$ cat src/rtl/lsu.sv
// Load/store unit between the execute stage and the data-memory bus.
// Runs one req/gnt/rvalid transaction per load or store and stalls the core
// meanwhile. Load data comes back sign- or zero-extended. Misaligned accesses and
// illegal funct3 codes are reported through done/misalign without touching the bus.
//
// Ports:
//   clk_i, rst_ni          clock; synchronous active-low reset
//   load_i, store_i        access request (load wins if both high), held while stall_o
//   funct3_i, addr_i       width/sign code and effective address
//   wdata_i                store data
//   stall_o                core must hold this cycle
//   done_o, misalign_o     retire pulse and error qualifier
//   ldata_o                extended load data, held until the next load retires
//   mem_*_o / mem_*_i      data-memory bus (req/gnt, rvalid/rdata)
module lsu #(
  parameter int unsigned ADDR_W = 32
) (
  input  logic              clk_i,
  input  logic              rst_ni,
  input  logic              load_i,
  input  logic              store_i,
  input  logic [2:0]        funct3_i,
  input  logic [ADDR_W-1:0] addr_i,
  input  logic [31:0]       wdata_i,
  output logic              stall_o,
  output logic              done_o,
  output logic              misalign_o,
  output logic [31:0]       ldata_o,
  output logic              mem_req_o,
  output logic              mem_we_o,
  output logic [ADDR_W-1:0] mem_addr_o,
  output logic [3:0]        mem_be_o,
  output logic [31:0]       mem_wdata_o,
  input  logic              mem_gnt_i,
  input  logic              mem_rvalid_i,
  input  logic [31:0]       mem_rdata_i
);

  typedef enum logic [1:0] {StIdle, StReq, StWait, StResp} state_e;

  state_e            state_q;
  logic [1:0]        off_q;
  logic [2:0]        f3_q;
  logic              err_q;
  logic              done_q;
  logic [31:0]       ldata_q;
  logic              mem_req_q;
  logic              mem_we_q;
  logic [ADDR_W-1:0] mem_addr_q;
  logic [3:0]        mem_be_q;
  logic [31:0]       mem_wdata_q;

  logic [1:0]  off;
  logic        req_err;
  logic [3:0]  be_d;
  logic [31:0] wdata_d;
  logic [31:0] shifted;
  logic [31:0] ext;

  assign off = addr_i[1:0];

  // Legality of the incoming access; funct3[1:0] encodes the size.
  always_comb begin
    req_err = 1'b0;
    if (load_i) begin
      if (funct3_i == 3'b011 || funct3_i[2:1] == 2'b11) req_err = 1'b1;
    end else begin
      if (funct3_i >= 3'b011) req_err = 1'b1;
    end
    if (funct3_i[1:0] == 2'b01 && off[0]) req_err = 1'b1;
    if (funct3_i[1:0] == 2'b10 && off != 2'b00) req_err = 1'b1;
  end

  always_comb begin
    be_d    = 4'b1111;
    wdata_d = wdata_i;
    unique case (funct3_i[1:0])
      2'b00: begin
        be_d    = 4'b0001 << off;
        wdata_d = {4{wdata_i[7:0]}};
      end
      2'b01: begin
        be_d    = 4'b0011 << off;
        wdata_d = {2{wdata_i[15:0]}};
      end
      default: begin
        be_d    = 4'b1111;
        wdata_d = wdata_i;
      end
    endcase
  end

  // Pick the addressed lane(s) out of the returned word and extend.
  always_comb begin
    shifted = mem_rdata_i >> {off_q, 3'b000};
    ext     = mem_rdata_i;
    unique case (f3_q)
      3'b000:  ext = {{24{shifted[7]}}, shifted[7:0]};
      3'b100:  ext = {24'h0, shifted[7:0]};
      3'b001:  ext = {{16{shifted[15]}}, shifted[15:0]};
      3'b101:  ext = {16'h0, shifted[15:0]};
      default: ext = mem_rdata_i;
    endcase
  end

  always_ff @(posedge clk_i) begin
    if (!rst_ni) begin
      state_q     <= StIdle;
      off_q       <= 2'b00;
      f3_q        <= 3'b000;
      err_q       <= 1'b0;
      done_q      <= 1'b0;
      ldata_q     <= 32'h0;
      mem_req_q   <= 1'b0;
      mem_we_q    <= 1'b0;
      mem_addr_q  <= '0;
      mem_be_q    <= 4'b0000;
      mem_wdata_q <= 32'h0;
    end else begin
      done_q <= 1'b0;
      unique case (state_q)
        StIdle: begin
          if (load_i || store_i) begin
            if (req_err) begin
              err_q   <= 1'b1;
              done_q  <= 1'b1;
              state_q <= StResp;
            end else begin
              err_q       <= 1'b0;
              off_q       <= off;
              f3_q        <= funct3_i;
              mem_req_q   <= 1'b1;
              mem_we_q    <= ~load_i;
              mem_addr_q  <= {addr_i[ADDR_W-1:2], 2'b00};
              mem_be_q    <= be_d;
              mem_wdata_q <= wdata_d;
              state_q     <= StReq;
            end
          end
        end
        StReq: begin
          // rvalid is deliberately ignored until the request has been granted
          if (mem_gnt_i) begin
            mem_req_q <= 1'b0;
            if (mem_we_q) begin
              done_q  <= 1'b1;
              state_q <= StResp;
            end else begin
              state_q <= StWait;
            end
          end
        end
        StWait: begin
          if (mem_rvalid_i) begin
            ldata_q <= ext;
            done_q  <= 1'b1;
            state_q <= StResp;
          end
        end
        StResp: begin
          state_q <= StIdle;
        end
        default: state_q <= StIdle;
      endcase
    end
  end

  assign stall_o     = ((state_q == StIdle) && (load_i || store_i)) ||
                       (state_q == StReq) || (state_q == StWait);
  assign done_o      = done_q;
  assign misalign_o  = done_q & err_q;
  assign ldata_o     = ldata_q;
  assign mem_req_o   = mem_req_q;
  assign mem_we_o    = mem_we_q;
  assign mem_addr_o  = mem_addr_q;
  assign mem_be_o    = mem_be_q;
  assign mem_wdata_o = mem_wdata_q;

endmodule

$ cat config.mk
export PLATFORM = sky130hd
export DESIGN_NAME = lsu
export DESIGN_NICKNAME = d
export VERILOG_FILES = /design/src/rtl/lsu.sv
export SDC_FILE = /design/constraint.sdc
export NUM_CORES = 1
export LEC_CHECK = 0
export CORE_ASPECT_RATIO = 1.25
export CORE_MARGIN = 4
export CORE_UTILIZATION = 40
export CTS_BUF_LIST = sky130_fd_sc_hd__clkbuf_8
export DETAILED_ROUTE_END_ITERATION = 16
export GPL_ROUTABILITY_DRIVEN = 0
export PLACE_DENSITY = 0.73
export SETUP_SLACK_MARGIN = 0.15
export SLEW_MARGIN = 20
export SYNTH_ARGS = -nofsm -noshare
export SYNTH_HDL_FRONTEND = slang
export SYNTH_SLANG_ARGS = --single-unit
$ cat constraint.sdc
create_clock -name clk_i -period 2.61 [get_ports clk_i]
set_input_delay 0.261 -clock clk_i [delete_from_list [all_inputs] [get_ports clk_i]]
set_output_delay 0.261 -clock clk_i [all_outputs]
set_load 0.03 [all_outputs]
Word level (Yosys, flattened, before mapping)
Cells that the tools add are included.

word-level totals
  ROM bits = 0
  output and inout bits = 105
  memory bits (writable) = 0
  latch bits = 0
  word-level logic and storage cells = 73
  memories kept = 0
  input port bits = 105
  bits in registers = 109

cells by class
  multipliers = 0
  order comparisons = 1
  $add $sub $neg = 0
  multiplexer cells = 24
  eq/ne operators = 14
  shift-type cells = 3
  bitwise operators = 3
  reduce and logical (&&, ||, !) cells = 17
  div/mod/pow operators = 0

operators with widths
  cell                   count
  $pmux W32 S4           1
  $pmux W32 S2           1
  $shr A32 B5 Y16        1
  $mux W1                14
  $eq A2 B2 Y1 const B   4
  $mux W2                4
  $ne A2 B2 Y1 const B   4
  $pmux W2 S4            1
  $pmux W4 S2            1
  $eq A3 B3 Y1 const B   2
  $reduce_and A3 Y1      2
  $eq A2 B1 Y1 const B   2
  $logic_not A2 Y1       2
  $logic_or A1 B1 Y1     4
  $reduce_and A2 Y1      2
  $reduce_and A4 Y1      1
  $reduce_bool A2 Y1     2
  $shl A1 B2 Y4 const A  1
  $shl A2 B2 Y4 const A  1
  $eq A3 B1 Y1 const B   1
  $eq A3 B2 Y1 const B   1
  $ge A3 B2 Y1 const B   1
  $logic_and A1 B1 Y1    3
  $logic_not A3 Y1       1
  4 further kinds        5

Depth between registers and ports, before layout
  word-level depth = 9
  depth in mapped cells = 8
  depth with buffers taken out = 6

Worst setup path before layout
OpenSTA, ideal clock, no wires.

  kind = reg-to-output
  start point = reg state_q[0]
  end point = out stall_o
  data arrival time = 1.560 ns
  required time = 2.349 ns
  slack = 0.789 ns
  path buffers = 2
  stages on the path, launching flop included = 7
  cells stage by stage = dfxtp_1 > inv_1 > ha_1 > nor2b_1 > clkbuf_1 > buf_2 > or3_1

on the way
  word-level cells in the longest chain between the ends = 4
  elaborated cells between the ends (all ways) = 6
  those cells by class = eq/ne: 2; reduce/logical: 4

ends and longest elaborated chain
  what                    line  source
  start, declared         41    state_e state_q;
  start signal, assigned  108   state_q <= StIdle;
  start signal, assigned  127   state_q <= StResp;
  start signal, assigned  137   state_q <= StReq;
  $logic_not A2 Y1        168   assign stall_o = ((state_q == StIdle) && (load_i || store_i)) ||
  $logic_and A1 B1 Y1     168
  $logic_or A1 B1 Y1      168
  $logic_or A1 B1 Y1 *    169   (state_q == StReq) || (state_q == StWait);
  end, declared           25    output logic stall_o,

Mark *: on every way between the ends. The rest lies on a longest branch, timed or not.

Worst setup path after layout
Ends and elaborated chain as after synthesis.

==> metrics.txt <==
drt pass-1 iters 5; HP Class in2reg; Final Critical Period 2.11 ns; setup TNS 0 ns; Worst Path Max Fanout 7; first-pass GRT wire length 27400 um; largest net degree at the start of global routing 48; crit path DAT 1.85 ns; diodes inserted 0; endpoint class of the critical path output port; RSZ-0062 raised after global routing no; YS warnings 0; fmax 0.474 GHz; Setup Buffers After CTS 0; vias per std cell 5.62; CTS tree built; Avg Inst Size Synth 8.25 sq um; WP data required 2.35 ns; Clock transition at path regs 0.11 ns; Slowest cell on crit path dfxtp_1; drt drc 0; VDD IR max 0.423 mV; total track usage around a quarter; top cell type's share of synthesized area 43.1%; Post-DRT Antenna Nets 0; Die Y 134 um; die area approximately 15000 sq um; WL final about 18000 um; Skew-Pair Late Insertion Delay 0.39 ns; HPWL after DPL 13200 um; gr ovfl total 0; max incr delay on CP ~0.40 ns; startpoint types flip-flop; vias in the first global route 5278; layout cells sized above 1 6.49%; DIE WIDTH 109 um; Mapped Area 5060 sq um; post-synthesis register bit count 109; outcome completed; pre-CTS setup slack about 0.20 ns; nets@finish 906; period utilization 80.8%; worst clock skew roughly 0.012 ns; crit path cell chain inv_1 -> ha_1 -> nor2b_4 -> or3_1 -> buf_4; synthesized instance count 614; clk buf depth 2; max cap viols 0; Seq/Total Area, Yosys between 40% and 50%; Worst Tran Pin Value between 0.6 and 0.7 ns; hold_buf cts 0; leading area contributor after synthesis dfxtp_1; top post-synthesis cells by area dfxtp_1, a21oi_1, o21ai_0; # H-tree levels 3; final setup fails 0; number of DRC markers in iteration 0 327; Post-CTS Resized 0; Root Buffer clkbuf_8; Final Hold Viols 0; Yosys cell types between 40 and 50; area grow syn2layout 47.1%; Vias 5422; Slew HR 57.5%; WL/cell ~18 um; Initial Utilization 41.3%; fin. max-slew vios 0; initial antenna violation count 0; # rows 45; Setup Crit Path Kind reg2out; number of top-level pins 210; Setup WS post-layout 0.502 ns; # clock sinks 109; P per Cell Area between 700 and 800 nW/um^2; LEAKAGE 0.00260 uW; TritonCTS buffer count 9; Buffers on Ports 207; Core ar. 12300 sq um
-- per-layer routing --
metal	up-vias	wire [um]	share of wire [%]	GRT usage (%)
met2	263	8700	49	40.1
li1	2596	-	-	-
met5	-	0	0	0
met4	0	512	2.9	8.84
met1	2530	6640	38	28.2
met3	33	1820	10	7.13
-- worst paths after layout --
| path | startpoint | depth (start not counted) | to | slack, ns |
|---|---|---|---|---|
| max | state_q[0]$_SDFFE_PN0P_ | 5 | stall_o | 0.50 |
| min reg2reg | ldata_o[2]$_SDFFE_PN0P_ | 2 | ldata_o[2]$_SDFFE_PN0P_ | 0.47 |
| min | addr_i[28] | 3 | mem_addr_o[28]$_SDFFE_PN0P_ | 0.42 |
| max reg2reg | state_q[0]$_SDFFE_PN0P_ | 5 | state_q[0]$_SDFFE_PN0P_ | 0.79 |
-- metrics by stage --
| stage | power, uW | hold WS, ns | std cells | utilization [%] | area [sq um] |
|---|---|---|---|---|---|
| after global placement | 4580 | 0.441 | 949 | 59.2 | 7270 |
| after floorplan | 3580 | 0.358 | 615 | - | 5070 |
| after global routing | 5900 | 0.413 | 965 | 60.7 | 7450 |
| after detailed placement | 4630 | 0.455 | 949 | 59.2 | 7270 |
| after CTS | 5630 | 0.402 | 965 | 60.7 | 7450 |
| final | 5600 | 0.416 | 965 | 60.7 | 7450 |
-- state kept, by name, summed over array words and instances (netlist names) --
signal / flops
ldata_o: 32
mem_wdata_o: 32
mem_addr_o: 30
mem_be_o: 4
f3_q: 3
off_q: 2
state_q: 2
done_o: 1
err_q: 1
mem_req_o: 1
mem_we_o: 1
-- critical path: cells and delay by family (launching register included) --
kind	cells	cell delay (ns)
buffers and inverters	2	0.29
adder cells (fa/ha/maj)	1	0.28
flip-flops	1	0.40
AND/OR/NAND/NOR	2	0.50
-- where the power goes --
part | total (uW) | internal, uW | switching, uW
Sequential | 2100 | 1940 | 161
Combinational | 2510 | 979 | 1530
Clock | 991 | 363 | 628
-- cells in the mapped netlist --
| cell type | count |
|---|---|
| inv_2 | 1 |
| o2bb2ai_1 | 7 |
| nand2_1 | 28 |
| or2_2 | 1 |
| nor2b_1 | 4 |
| o31ai_1 | 7 |
| a211oi_1 | 13 |
| o21ai_0 | 88 |
| buf_1 | 3 |
| a31oi_1 | 2 |
| ha_1 | 5 |
| or4_4 | 1 |
| mux4_2 | 1 |
| buf_6 | 2 |
| buf_4 | 9 |
| buf_2 | 5 |
| clkbuf_1 | 43 |
| nor2_8 | 1 |
| and2_1 | 5 |
| a21o_1 | 1 |
| o21ai_2 | 2 |
| mux2i_1 | 26 |
| nand3b_1 | 8 |
| inv_1 | 9 |
| conb_1 | 1 |
| nor2_1 | 12 |
| nand2b_1 | 8 |
| a311oi_1 | 12 |
| or3_1 | 2 |
| nor3_1 | 8 |
| a31o_2 | 1 |
| nor4_2 | 1 |
| o21a_1 | 1 |
| dfxtp_1 | 109 |
| nor4_1 | 4 |
| nand3_1 | 55 |
| nand4b_1 | 1 |
| a21boi_0 | 1 |
| a311o_1 | 5 |
| a222oi_1 | 1 |
| a21oi_1 | 120 |
-- cell usage in the layout, fill, tap and decap left out, types with 7 or more instances in the layout --
| cell type | instances |
|---|---|
| inv_1 | 10 |
| o31ai_1 | 7 |
| clkdlybuf4s50_1 | 206 |
| buf_4 | 26 |
| clkbuf_8 | 9 |
| nand2b_1 | 8 |
| a21oi_1 | 120 |
| a211oi_1 | 13 |
| o21ai_0 | 88 |
| nand3b_1 | 8 |
| nand2_1 | 28 |
| a311oi_1 | 12 |
| dfxtp_1 | 109 |
| o2bb2ai_1 | 7 |
| nand3_1 | 55 |
| nor2_1 | 12 |
| mux2i_1 | 26 |
| nor3_1 | 8 |
-- area by class of cell --
class | instances | area (sq um)
Fill cell | 1152 | 4820
Clock inverter | 7 | 60.1
Multi-Input combinational cell | 434 | 2580
Clock buffer | 9 | 124
Timing Repair Buffer | 232 | 2260
Tap cell | 164 | 205
Inverter | 10 | 37.5
Sequential cell | 109 | 2180
-- cell families after synthesis --
group                      Yosys count  share of synthesized area [%]
AOI/OAI and AO/OA                  261                           29.2
adders and majority gates            5                           1.24
buffers and inverters               72                           6.42
DFF                                109                           43.1
muxes                               27                           5.58
other                                1                         0.0741
and+or+nand+nor                    139                           14.4
(Power assumes the default switching activity.)
